$ cat src/rtl/minicpu_isa_pkg.sv
// MIPS subset ISA constants shared by the control unit, ALU decoder and the instruction encoder.
// Holds opcode/funct codes, the symbolic instruction kind enum and the field-packing helpers.
`timescale 1ns/1ps
package minicpu_isa_pkg;

   localparam logic [5:0] OP_RTYPE = 6'h00;
   localparam logic [5:0] OP_J     = 6'h02;
   localparam logic [5:0] OP_JAL   = 6'h03;
   localparam logic [5:0] OP_BEQ   = 6'h04;
   localparam logic [5:0] OP_BNE   = 6'h05;
   localparam logic [5:0] OP_ADDI  = 6'h08;
   localparam logic [5:0] OP_ADDIU = 6'h09;
   localparam logic [5:0] OP_LW    = 6'h23;
   localparam logic [5:0] OP_SW    = 6'h2B;

   localparam logic [5:0] FN_SLL = 6'h00;
   localparam logic [5:0] FN_JR  = 6'h08;
   localparam logic [5:0] FN_ADD = 6'h20;
   localparam logic [5:0] FN_SUB = 6'h22;
   localparam logic [5:0] FN_AND = 6'h24;
   localparam logic [5:0] FN_OR  = 6'h25;
   localparam logic [5:0] FN_SLT = 6'h2A;

   // $at is reserved as the scratch register for pseudo-instruction expansion.
   localparam logic [4:0] REG_AT = 5'd1;

   typedef enum logic [4:0] {
      K_NOP   = 5'd0,
      K_ADD   = 5'd1,
      K_SUB   = 5'd2,
      K_AND   = 5'd3,
      K_OR    = 5'd4,
      K_SLT   = 5'd5,
      K_SLL   = 5'd6,
      K_JR    = 5'd7,
      K_LW    = 5'd8,
      K_SW    = 5'd9,
      K_BEQ   = 5'd10,
      K_BNE   = 5'd11,
      K_ADDI  = 5'd12,
      K_ADDIU = 5'd13,
      K_J     = 5'd14,
      K_JAL   = 5'd15,
      K_BLT   = 5'd16,
      K_BGE   = 5'd17
   } instr_kind_e;

   function automatic logic [31:0] r_word(input logic [4:0] rs, input logic [4:0] rt,
                                          input logic [4:0] rd, input logic [4:0] shamt,
                                          input logic [5:0] funct);
      return {OP_RTYPE, rs, rt, rd, shamt, funct};
   endfunction

   function automatic logic [31:0] i_word(input logic [5:0] op, input logic [4:0] rs,
                                          input logic [4:0] rt, input logic [15:0] imm);
      return {op, rs, rt, imm};
   endfunction

endpackage

$ cat src/rtl/instr_word_pack.sv
// Combinational kind/fields -> instruction word(s); pseudo kinds yield a second word.
// Unknown kind codes flag is_bad and produce no meaningful word.
`timescale 1ns/1ps
module instr_word_pack
   import minicpu_isa_pkg::*;
(
   input  logic [4:0]  i_kind,
   input  logic [4:0]  i_rs,
   input  logic [4:0]  i_rt,
   input  logic [4:0]  i_rd,
   input  logic [4:0]  i_shamt,
   input  logic [15:0] i_imm,
   input  logic [25:0] i_target,
   output logic [31:0] o_word0,
   output logic [31:0] o_word1,
   output logic        o_is_pair,
   output logic        o_is_bad
);

   always_comb begin
      o_word0   = '0;
      o_word1   = '0;
      o_is_pair = 1'b0;
      o_is_bad  = 1'b0;
      case (i_kind)
         K_NOP:   o_word0 = '0;
         K_ADD:   o_word0 = r_word(i_rs, i_rt, i_rd, 5'd0, FN_ADD);
         K_SUB:   o_word0 = r_word(i_rs, i_rt, i_rd, 5'd0, FN_SUB);
         K_AND:   o_word0 = r_word(i_rs, i_rt, i_rd, 5'd0, FN_AND);
         K_OR:    o_word0 = r_word(i_rs, i_rt, i_rd, 5'd0, FN_OR);
         K_SLT:   o_word0 = r_word(i_rs, i_rt, i_rd, 5'd0, FN_SLT);
         K_SLL:   o_word0 = r_word(i_rs, i_rt, i_rd, i_shamt, FN_SLL);
         K_JR:    o_word0 = r_word(i_rs, 5'd0, 5'd0, 5'd0, FN_JR);
         K_LW:    o_word0 = i_word(OP_LW, i_rs, i_rt, i_imm);
         K_SW:    o_word0 = i_word(OP_SW, i_rs, i_rt, i_imm);
         K_BEQ:   o_word0 = i_word(OP_BEQ, i_rs, i_rt, i_imm);
         K_BNE:   o_word0 = i_word(OP_BNE, i_rs, i_rt, i_imm);
         K_ADDI:  o_word0 = i_word(OP_ADDI, i_rs, i_rt, i_imm);
         K_ADDIU: o_word0 = i_word(OP_ADDIU, i_rs, i_rt, i_imm);
         K_J:     o_word0 = {OP_J, i_target};
         K_JAL:   o_word0 = {OP_JAL, i_target};
         K_BLT, K_BGE: begin
            // slt $at,rs,rt then branch on $at: BLT taken when $at!=0, BGE when $at==0.
            o_word0   = r_word(i_rs, i_rt, REG_AT, 5'd0, FN_SLT);
            o_word1   = i_word((i_kind == K_BLT) ? OP_BNE : OP_BEQ, REG_AT, 5'd0, i_imm);
            o_is_pair = 1'b1;
         end
         default: o_is_bad = 1'b1;
      endcase
   end

endmodule

$ cat src/rtl/instr_word_encoder.sv
// Streaming encoder: symbolic request -> 32-bit words with sequential addresses.
// Latency 1 cycle; in_ready drops while a held word is stalled or a pseudo's first word is pending.
`timescale 1ns/1ps
module instr_word_encoder
   import minicpu_isa_pkg::*;
#(
   parameter int ADDR_W = 8
) (
   input  logic              clk,
   input  logic              rst_n,
   input  logic              start,
   input  logic              in_valid,
   output logic              in_ready,
   input  logic [4:0]        in_kind,
   input  logic [4:0]        in_rs,
   input  logic [4:0]        in_rt,
   input  logic [4:0]        in_rd,
   input  logic [4:0]        in_shamt,
   input  logic [15:0]       in_imm,
   input  logic [25:0]       in_target,
   output logic              out_valid,
   input  logic              out_ready,
   output logic [31:0]       out_instr,
   output logic [ADDR_W-1:0] out_addr,
   output logic              err,
   output logic              wrap
);

   typedef enum logic [1:0] {S_IDLE = 2'd0, S_LAST = 2'd1, S_FIRST = 2'd2} state_e;

   state_e              r_state;
   logic                r_out_valid;
   logic [31:0]         r_out_instr;
   logic [31:0]         r_word1;
   logic [ADDR_W-1:0]   r_addr;
   logic                r_err;
   logic                r_wrap;

   logic [31:0]         w_word0;
   logic [31:0]         w_word1;
   logic                w_is_pair;
   logic                w_is_bad;
   logic                w_accept;
   logic                w_out_hs;

   instr_word_pack u_pack (
      .i_kind    (in_kind),
      .i_rs      (in_rs),
      .i_rt      (in_rt),
      .i_rd      (in_rd),
      .i_shamt   (in_shamt),
      .i_imm     (in_imm),
      .i_target  (in_target),
      .o_word0   (w_word0),
      .o_word1   (w_word1),
      .o_is_pair (w_is_pair),
      .o_is_bad  (w_is_bad)
   );

   assign in_ready = !start && ((r_state == S_IDLE) || (r_state == S_LAST && out_ready));
   assign w_accept = in_valid && in_ready;
   assign w_out_hs = r_out_valid && out_ready;

   always_ff @(posedge clk or negedge rst_n) begin
      if (!rst_n) begin
         r_state     <= S_IDLE;
         r_out_valid <= 1'b0;
         r_out_instr <= '0;
         r_word1     <= '0;
         r_addr      <= '0;
         r_err       <= 1'b0;
         r_wrap      <= 1'b0;
      end else if (start) begin
         r_state     <= S_IDLE;
         r_out_valid <= 1'b0;
         r_out_instr <= '0;
         r_addr      <= '0;
         r_err       <= 1'b0;
         r_wrap      <= 1'b0;
      end else begin
         if (w_out_hs) begin
            r_addr <= r_addr + ADDR_W'(1);
            if (r_addr == '1) r_wrap <= 1'b1;
         end
         case (r_state)
            S_FIRST: begin
               if (out_ready) begin
                  r_out_instr <= r_word1;
                  r_state     <= S_LAST;
               end
            end
            default: begin
               // Output slot is free when idle or when the held word leaves this cycle.
               if (r_state == S_IDLE || out_ready) begin
                  if (w_accept && !w_is_bad) begin
                     r_out_instr <= w_word0;
                     r_word1     <= w_word1;
                     r_out_valid <= 1'b1;
                     r_state     <= w_is_pair ? S_FIRST : S_LAST;
                  end else begin
                     if (w_accept) r_err <= 1'b1;
                     r_out_valid <= 1'b0;
                     r_state     <= S_IDLE;
                  end
               end
            end
         endcase
      end
   end

   assign out_valid = r_out_valid;
   assign out_instr = r_out_instr;
   assign out_addr  = r_addr;
   assign err       = r_err;
   assign wrap      = r_wrap;

endmodule
$ cat config.mk
export PLATFORM = sky130hd
export DESIGN_NAME = instr_word_encoder
export DESIGN_NICKNAME = d
export VERILOG_FILES = /design/src/rtl/minicpu_isa_pkg.sv /design/src/rtl/instr_word_pack.sv /design/src/rtl/instr_word_encoder.sv
export SDC_FILE = /design/constraint.sdc
export NUM_CORES = 1
export LEC_CHECK = 0
export CORE_MARGIN = 2
export CORE_UTILIZATION = 46
export CTS_CLUSTER_DIAMETER = 40
export DETAILED_ROUTE_END_ITERATION = 7
export PLACE_DENSITY = 0.84
export SYNTH_ARGS = -nofsm -noshare
export SYNTH_HDL_FRONTEND = slang
export SYNTH_SLANG_ARGS = --single-unit
$ cat constraint.sdc
create_clock -name clk -period 2 [get_ports clk]
set_input_delay 0.5 -clock clk [delete_from_list [all_inputs] [get_ports clk]]
set_output_delay 0.5 -clock clk [all_outputs]
set_load 0.01 [all_outputs]
==> metrics.md <==
| Metric | Value |
|---|---|
| Status | `finished, final reports clean` |
| CP Launch Type | `input pin` |
| WP data required | `between 2 and 2.5 ns` |
| Critical-path top delay cell | `or4_4` |
| Proportion of layout cells with a drive suffix above 1 | `between 15 and 20%` |
| Hpwl dp | `7630 µm` |
| Period utilization | `between 90% and 100%` |
| Via count | `about 3,500` |
| Hold Vio Cnt, Final | `0` |
| Most frequent cells in the layout | `clkdlybuf4s50_1 (104), dfrtp_1 (62), buf_4 (48)` |
| Slew @ Worst Pin | `0.670 ns` |
| Worst-path fanout max | `20` |
| First-pass iteration count of the detailed router | `4` |
| GRT Overall Usage | `26.5%` |
| Antenna violations before repair | `0` |
| EDFF count, synth | `0` |
| Finish-stage setup viols | `0` |
| CTS tree | `built` |
| DRT antenna net count | `0` |
| Critical setup path kind | `input pin to flop` |
| Final net count | `591` |
| Post-Place Setup Slack | `-0.551 ns` |
| Warnings, synthesis | `0` |
| Starting Density | `approximately 47%` |
| Hold slack | `0.163 ns` |
| Routed vias/inst | `about 5.6` |
| Area of placed instances | `0.00490 mm²` |
| Slew headroom | `~55%` |
| Reg2reg start | `r_state[1]` |
| R2r endpoint | `out_instr[31]` |
| Syn Nets | `approximately 440` |
| First-pass GRT wire length | `~16,000 µm` |
| Crit-path cells | `dlygate4sd2_1 -> o31a_1 -> or4_4 -> and2_4 -> buf_12 -> buf_4 -> o31ai_2` |
| Buf/Inv on CP | `3` |
| Reg2Reg Setup Slack | `0.12 ns` |
| R2r worst-path depth | `6` |
| CTS Root Buffer Type | `clkbuf_8` |
| Kind of cell adding the most delay to the critical path | `simple AND/OR/NAND/NOR gates` |
| Leading post-synthesis cells by cell area | `dfrtp_1 (46%), a21oi_1 (5.1%), nor2_1 (5.1%), o21ai_0 (4.5%), nand2_1 (4.4%)` |
| Vias in the first global route | `roughly 3,400` |
| Setup TNS Final | `0 ns` |
| RSZ-0062 raised after global routing | `false` |
| Worst vdd ir | `0.000369 V` |
| CP Capture Type | `flop` |
| Max frequency | `~0.51 GHz` |
| Clock Sinks | `just over 60` |
| Worst Hold Class | `input pin to async pin` |
| Mapped Avg Cell Area | `roughly 9 µm²` |
| Core ar. | `slightly above 0.007 mm²` |
| Post-synth ARST share | `100%` |
| Grt ovf | `0` |
| M2 GR Usage | `approximately 44%` |
| Largest net degree at the start of global routing | `63` |
| Slew Limit Fails | `0` |
| Critical Path Max Stage Delay | `between 0.4 and 0.5 ns` |
| CTS clk-pin slew, worst paths | `approximately 0.07 ns` |
| Row count | `31` |
| Drt total wl | `approximately 11,000 µm` |
| Leading area contributor after synthesis | `dfrtp_1` |
| Total CTS buffers | `9` |
| Yosys cell types | `53` |
| Arrival time worst endpoint | `~2.2 ns` |
| Die Width | `~89 µm` |
| Die Ht | `between 80 and 90 µm` |
| Clock skew | `slightly above 0.01 ns` |
| Syn Std Cell Area | `0.00334 mm²` |
| Final worst setup slack | `around 0.024 ns` |
| Drt drc | `0` |
| Met1 global-route usage | `between 30% and 40%` |
| Synth top area share | `approximately 46%` |
| Longest Clk Path Bufs | `2` |
| Placer Congestion | `0.871` |
| Leakage power total | `roughly 2.3 nW` |
| Hold Buf Count CTS | `0` |
| IO Port Bufs | `between 100 and 150` |
| Fraction of met3 tracks used by global routing | `between 2 and 3%` |
| Grt peak-use layer | `met2` |
| Most common cell after layout, fill and taps aside | `clkdlybuf4s50_1` |
| PwrDens | `roughly 590 mW/mm²` |
| Post-Synthesis Cells | `between 300 and 400` |
| Sequential fraction of the synthesis area | `between 40% and 50%` |
| Area Growth Syn to Fin | `55.0%` |
| Register bit total from synthesis | `between 60 and 70` |
| Maxcap violations | `0` |
| Crit path time final | `about 2.0 ns` |
| WL/cell | `17.0 µm` |
| Ant diodes | `0` |
| Ports | `between 100 and 150` |
| Initial DRC count | `around 280` |
| Worst skew pair latency | `0.33 ns` |
| Die area | `between 0.007 and 0.008 mm²` |
| H-tree Lvls | `3` |
| Top FF cell, synth | `dfrtp_1` |
| Final instance area | `0.00518 mm²` |
==> per-stage QoR <==
step           utilization (%)  power [mW]  std cells
6_report                  72.6        3.08        622
5_1_grt                   72.6        3.21        622
4_1_cts                   72.0        3.07        622
3_5_place_dp              68.6        2.10        603
3_3_place_gp              68.6        2.08        603
2_1_floorplan                -        1.68        366
==> per-layer routing <==
metal,vias to the layer above,part of all wire (%)
met3,24,6.2
met4,0,2.6
met1,1677,41
li1,1627,-
met5,-,0
met2,147,50
==> power breakdown <==
part / switching [mW] / leakage [nW] / internal (mW)
sequential: 0.0479 / 0.832 / 1.33
clock: 0.493 / 0.0841 / 0.476
combinational: 0.332 / 1.37 / 0.400
total: 0.873 / 2.29 / 2.20
==> sequential cells by signal, indices dropped and copies added, names as in the netlist <==
register   cells
err            1
r_word1       18
out_instr     31
r_state        2
out_addr       8
wrap           1
out_valid      1
==> timing repair <==
action | 4_1_cts | 5_1_grt
resized for setup | 21 | 11
pin swaps | 2 | 1
endpoints found under the setup margin | 32 | 28
setup buffers | 3 | 0
==> Yosys cell counts (2+ instances only) <==
cell	number
mux2i_1	6
inv_1	4
a22o_1	16
or3_1	3
o31ai_2	4
a221oi_2	3
a211oi_1	2
nor3b_1	2
nor2b_1	5
nor3_1	9
buf_6	5
nand2_1	39
and2_1	4
a21oi_1	34
nand4_1	3
a221oi_1	6
clkbuf_1	15
buf_2	7
a22oi_1	11
nand3_1	6
nand2b_1	5
nor4_1	2
nand2_2	2
xor2_1	4
o21ai_0	30
and3_1	7
nor2_1	45
dfrtp_1	62
==> area by class of cell <==
type | instances | area (µm²)
fill | 521 | 1960
multi-input combinational | 271 | 1690
timing repair buffer | 170 | 1620
sequential | 62 | 1550
clock buffer | 10 | 138
tap | 99 | 124
clock inverter | 6 | 37.5
inverter | 4 | 15.0
==> how the worst max path moves through the flow <==
stage               slack (ns)        from  cells after the start       endpoint
finish                    0.02  in_kind[2]                      7  out_instr[31]
global route             0.004  in_kind[2]                      8  out_instr[27]
CTS                      0.004  in_kind[0]                      8   out_instr[6]
detailed placement       -0.55  in_kind[3]                      7   out_instr[4]
global placement         -0.49  in_kind[3]                      9   out_instr[4]
floorplan                -0.09  in_kind[1]                      8   out_instr[8]
==> cells by family after synthesis <==
kind of cell | Yosys count | synth area share (%)
other | 1 | 0.112
adders and majority gates | 1 | 0.374
and+or+nand+nor | 138 | 19.8
buffers and inverters | 33 | 5.20
DFF | 62 | 46.4
AOI/OAI and AO/OA | 119 | 24.6
muxes | 7 | 2.13
xor gates and xnor gates | 5 | 1.31
Power figures use the tool's default switching activity.
